`config.mk`:
```
export PLATFORM = sky130hd
export DESIGN_NAME = f1_start_ctrl
export DESIGN_NICKNAME = d
export VERILOG_FILES = /design/src/rtl/f1_start_ctrl.sv
export SDC_FILE = /design/constraint.sdc
export NUM_CORES = 1
export LEC_CHECK = 0
export ABC_AREA = 0
export CAP_MARGIN = 10
export CORE_ASPECT_RATIO = 1.5
export CORE_UTILIZATION = 57
export DETAILED_ROUTE_END_ITERATION = 10
export GPL_TIMING_DRIVEN = 1
export PLACE_DENSITY_LB_ADDON = 0.05
export SETUP_SLACK_MARGIN = 0.15
export SYNTH_ARGS = -nofsm -noshare
export SYNTH_HDL_FRONTEND = slang
export SYNTH_SLANG_ARGS = --single-unit
```
`constraint.sdc`:
```
create_clock -name clk -period 2.85 [get_ports clk]
set_input_delay 0.57 -clock clk [delete_from_list [all_inputs] [get_ports clk]]
set_output_delay 0.57 -clock clk [all_outputs]
set_load 0.02 [all_outputs]
```
`src/rtl/f1_start_ctrl.sv`:
```
// F1 start-light sequencer: light-advance tick, pseudo-random lights-out delay,
// and driver reaction-time measurement with jump-start detection.
module f1_start_ctrl #(
    parameter int unsigned TICK_N    = 24,
    parameter int unsigned DELAY_MIN = 16,
    parameter logic [6:0]  LFSR_SEED = 7'h01,
    parameter int unsigned REACT_W   = 16
) (
    input  logic               clk,
    input  logic               rst,
    input  logic               cmd_seq,
    input  logic               cmd_delay,
    input  logic               button,
    output logic               tick,
    output logic               time_out,
    output logic               jump_start,
    output logic               react_valid,
    output logic [REACT_W-1:0] react_time
);

    localparam int unsigned CNT_W  = $clog2(TICK_N);
    localparam int unsigned DCNT_W = 8 + $clog2(DELAY_MIN + 1);

    typedef enum logic [1:0] {
        IDLE,
        DELAY,
        REACT
    } state_e;

    state_e             state_q, state_d;
    logic [CNT_W-1:0]   cnt_q, cnt_d;
    logic               tick_q, tick_d;
    logic [6:0]         lfsr_q, lfsr_d;
    logic               cmd_delay_q, cmd_delay_d;
    logic               button_q, button_d;
    logic [DCNT_W-1:0]  dcnt_q, dcnt_d;
    logic [REACT_W-1:0] rcnt_q, rcnt_d;
    logic               jump_q, jump_d;
    logic               time_out_q, time_out_d;
    logic               react_valid_q, react_valid_d;
    logic [REACT_W-1:0] react_time_q, react_time_d;
    logic               cmd_rise_c;
    logic               btn_rise_c;

    assign cmd_rise_c = cmd_delay & ~cmd_delay_q;
    assign btn_rise_c = button & ~button_q;

    always_comb begin
        state_d       = state_q;
        cnt_d         = '0;
        tick_d        = 1'b0;
        lfsr_d        = {lfsr_q[5:0], lfsr_q[6] ^ lfsr_q[5]};
        cmd_delay_d   = cmd_delay;
        button_d      = button;
        dcnt_d        = dcnt_q;
        rcnt_d        = rcnt_q;
        jump_d        = jump_q;
        time_out_d    = 1'b0;
        react_valid_d = 1'b0;
        react_time_d  = react_time_q;

        // tick is registered, so it is raised when the counter is about to hold TICK_N-1
        if (cmd_seq) begin
            cnt_d = (cnt_q == CNT_W'(TICK_N - 1)) ? '0 : cnt_q + CNT_W'(1);
        end
        tick_d = cmd_seq && (cnt_d == CNT_W'(TICK_N - 1));

        case (state_q)
            IDLE: begin
                if (cmd_rise_c) begin
                    dcnt_d  = DCNT_W'(DELAY_MIN) + DCNT_W'(lfsr_q);
                    jump_d  = 1'b0;
                    state_d = DELAY;
                end
            end
            DELAY: begin
                dcnt_d = dcnt_q - DCNT_W'(1);
                if (btn_rise_c) begin
                    jump_d = 1'b1;
                end
                // a press in the time_out cycle itself still counts as a jump
                if (dcnt_q == DCNT_W'(1)) begin
                    rcnt_d  = '0;
                    state_d = jump_d ? IDLE : REACT;
                end
            end
            REACT: begin
                if (rcnt_q != '1) begin
                    rcnt_d = rcnt_q + REACT_W'(1);
                end
                if (btn_rise_c) begin
                    react_time_d  = rcnt_q;
                    react_valid_d = 1'b1;
                    state_d       = IDLE;
                end
            end
            default: state_d = IDLE;
        endcase

        time_out_d = (state_d == DELAY) && (dcnt_d == DCNT_W'(1));
    end

    always_ff @(posedge clk) begin
        if (rst) begin
            state_q       <= IDLE;
            cnt_q         <= '0;
            tick_q        <= 1'b0;
            lfsr_q        <= LFSR_SEED;
            cmd_delay_q   <= 1'b0;
            button_q      <= 1'b0;
            dcnt_q        <= '0;
            rcnt_q        <= '0;
            jump_q        <= 1'b0;
            time_out_q    <= 1'b0;
            react_valid_q <= 1'b0;
            react_time_q  <= '0;
        end else begin
            state_q       <= state_d;
            cnt_q         <= cnt_d;
            tick_q        <= tick_d;
            lfsr_q        <= lfsr_d;
            cmd_delay_q   <= cmd_delay_d;
            button_q      <= button_d;
            dcnt_q        <= dcnt_d;
            rcnt_q        <= rcnt_d;
            jump_q        <= jump_d;
            time_out_q    <= time_out_d;
            react_valid_q <= react_valid_d;
            react_time_q  <= react_time_d;
        end
    end

    assign tick        = tick_q;
    assign time_out    = time_out_q;
    assign jump_start  = jump_q;
    assign react_valid = react_valid_q;
    assign react_time  = react_time_q;

endmodule

```
==> results.yml <==
critical_path:
  rr_worst_depth: 8
  worstSetupStartpointType: "flop"
  r2r_end: "rcnt_q[11]"
  critPathKind: "reg2reg"
  r2r_start: "dcnt_q[1]"
  r2r_slack_ns: 0.46
  arrival_ns: 2.62
  startpoint: "dcnt_q[1]"
  cp_data_required_time_ns: 3.08
  critPathMaxFanout: 14
  endpoint_kind: "flop"
final_layout:
  final_cell_mix: "dfxtp_1, nand2_1, nor2_1"
  drive_above_1_share: 0.0938
  final_core_util: 0.672
  antenna_cells: 0
  final_common_cell: "dfxtp_1"
  instances_no_fill: 441
  area_delta_synth_final_pct: 14.6
  nets: 385
  finish.instance_area_mm2: 0.00344
floorplan:
  ioPinCount: 25
  rows: 32
  die_x_um: 61.3
  die_area_mm2: 0.00557
  die_y_um: 90.9
  start_util: 0.586
  core_mm2: 0.00512
placed_design:
  portBuffers: 24
  hpwl_um: 4520
  gp_congestion: 0.830
  place_ws_ns: 0.357
  placed_cells_incl_taps: 427
  place_area_mm2: 0.00329
timing:
  rsz0062_at_grt: "no"
  fmax_mhz: 418
  slew-limit-headroom: 0.611
  finalMaxSlewViolations: 0
  setup_ws_ns: 0.457
  setup_viol_count_final: 0
  fin_crit_sh: 0.840
  finalHoldViolations: 0
  tightest_slew_ns: 0.582
  hold_ws_ns: 0.455
  fin_crit_ns: 2.39
  tns_ns: 0
  skew_ns: 0.00538
worst_hold_path:
  hold_path_end: "react_time[15]"
  min_path_cells: 2
  worstHoldPathType: "reg2reg"
  holdCritStartpoint: "react_time[15]"
routing:
  firstDrtPassIters: 5
  vias: 2449
  drt_iter0_markers: 221
  drt-wirelength-per-cell_um: 13.9
  ant_nets: 0
  routed_via_density: 5.55
  drt_wl_total_um: 6140
  drc_errors: 0
power_and_ir_drop:
  p_total_mw: 1.99
  power_density_mw_per_mm2: 578
  ir_worst_vdd_mv: 0.479
  p_leak_nw: 1.24
global_routing:
  grt_pass1_vias: 2418
  grt_pass1_wl_um: 10600
  grt_usage: 0.256
  grt_max_degree: 33
  antenna_found_initial: 0
  gr-total-overflow: 0
clocking:
  cts_tree: "done"
  cts_setup_buffers: 0
  cts_sinks: 65
  insertion_delay_ns: 0.34
  h-tree-depth: 3
  cts_hold_buf: 0
  root_buffer: "clkbuf_8"
  cts_resized: 0
  cts_buffers: 9
  clkTransAtPathRegs_ns: 0.07
  clock_path_buffers: 2
synth:
  yosysWarnings: 0
  synth-seq-area-share: 0.433
  synth_top_area_frac: 0.433
  syn_area_mm2: 0.00300
  syn-num-nets: 361
  synth-seq-cells: 65
  synth_cell_types: 51
  synthArstFlopShare: 0
  synth_edf_count: 0
  yosysTopAreaCell: "dfxtp_1"
  synthTopCellsByArea: "dfxtp_1, nand2_1, nor2_1"
  synthCells: 346
  synth.avg_cell_area_um2: 8.68
  synth_flop_cell: "dfxtp_1"
job:
  maxCapViolCount: 0
outcome:
  outcome: "complete, no violations"
[worst max-delay path: stages, from the launching register on]
cell	delay, ns
dfxtp_1	0.33
inv_1	0.08
ha_1	0.14
or4b_1	0.51
o41ai_4	0.40
o211ai_4	0.28
nor4_2	0.33
xnor2_1	0.15
nor2_1	0.05
[worst max-delay path by stage]
| stage | end | slack (ns) |
|---|---|---|
| 2_1_floorplan | rcnt_q[15] | 0.65 |
| 3_3_place_gp | time_out | 0.44 |
| 3_5_place_dp | time_out | 0.36 |
| 4_1_cts | rcnt_q[11] | 0.45 |
| 5_1_grt | time_out | 0.18 |
| 6_report | rcnt_q[11] | 0.46 |
[routing by layer]
metal / GRT usage / part of all wire / vias to the layer above
met3: 0.0544 / 0.023 / 20
li1: - / - / 1239
met2: 0.429 / 0.53 / 44
met5: 0 / 0 / -
met1: 0.281 / 0.41 / 1146
met4: 0.153 / 0.038 / 0
[report_power, final]
group	leakage [nW]	switching [mW]	total (mW)	internal (mW)
clock	0.0778	0.337	0.638	0.301
sequential	0.527	0.0448	0.987	0.942
combinational	0.635	0.211	0.364	0.154
total	1.24	0.593	1.99	1.40
[layout make-up]
cell class / instances / area, um2
fillers: 476 / 1680
multi-input cells: 255 / 1590
flip-flops and latches: 65 / 1300
repair buffers: 30 / 285
clock buffers: 10 / 128
well taps: 68 / 85.1
inverters: 9 / 33.8
clock inverters: 4 / 22.5
[sequential cells by signal (all words and copies together) (netlist names), 2 cells and up]
| signal | count |
|---|---|
| rcnt_q | 16 |
| react_time | 16 |
| dcnt_q | 13 |
| lfsr_q | 7 |
| cnt_q | 5 |
| state_q | 2 |
[cell families after synthesis]
family / count (synthesis) / synth area share
buffers and inverters: 26 / 0.0387
multiplexers: 1 / 0.00333
adder cells (fa/ha/maj): 10 / 0.0416
AO/OA/AOI/OAI: 62 / 0.148
XOR/XNOR: 22 / 0.0641
flip-flops: 65 / 0.433
AND/OR/NAND/NOR: 160 / 0.271
[cells in the mapped netlist, types with 4 or more instances]
| cell type | n |
|---|---|
| xnor2_1 | 12 |
| nand2b_1 | 4 |
| or3_1 | 4 |
| o21ai_0 | 10 |
| clkbuf_1 | 13 |
| xor2_1 | 10 |
| a21oi_1 | 26 |
| nor2b_1 | 10 |
| nor3_1 | 6 |
| a222oi_1 | 5 |
| dfxtp_1 | 65 |
| nand3_1 | 11 |
| and2_1 | 4 |
| a22oi_1 | 5 |
| ha_1 | 10 |
| nand2_1 | 54 |
| inv_1 | 9 |
| nor2_1 | 40 |
| nor3_2 | 4 |
(Power assumes the default switching activity.)
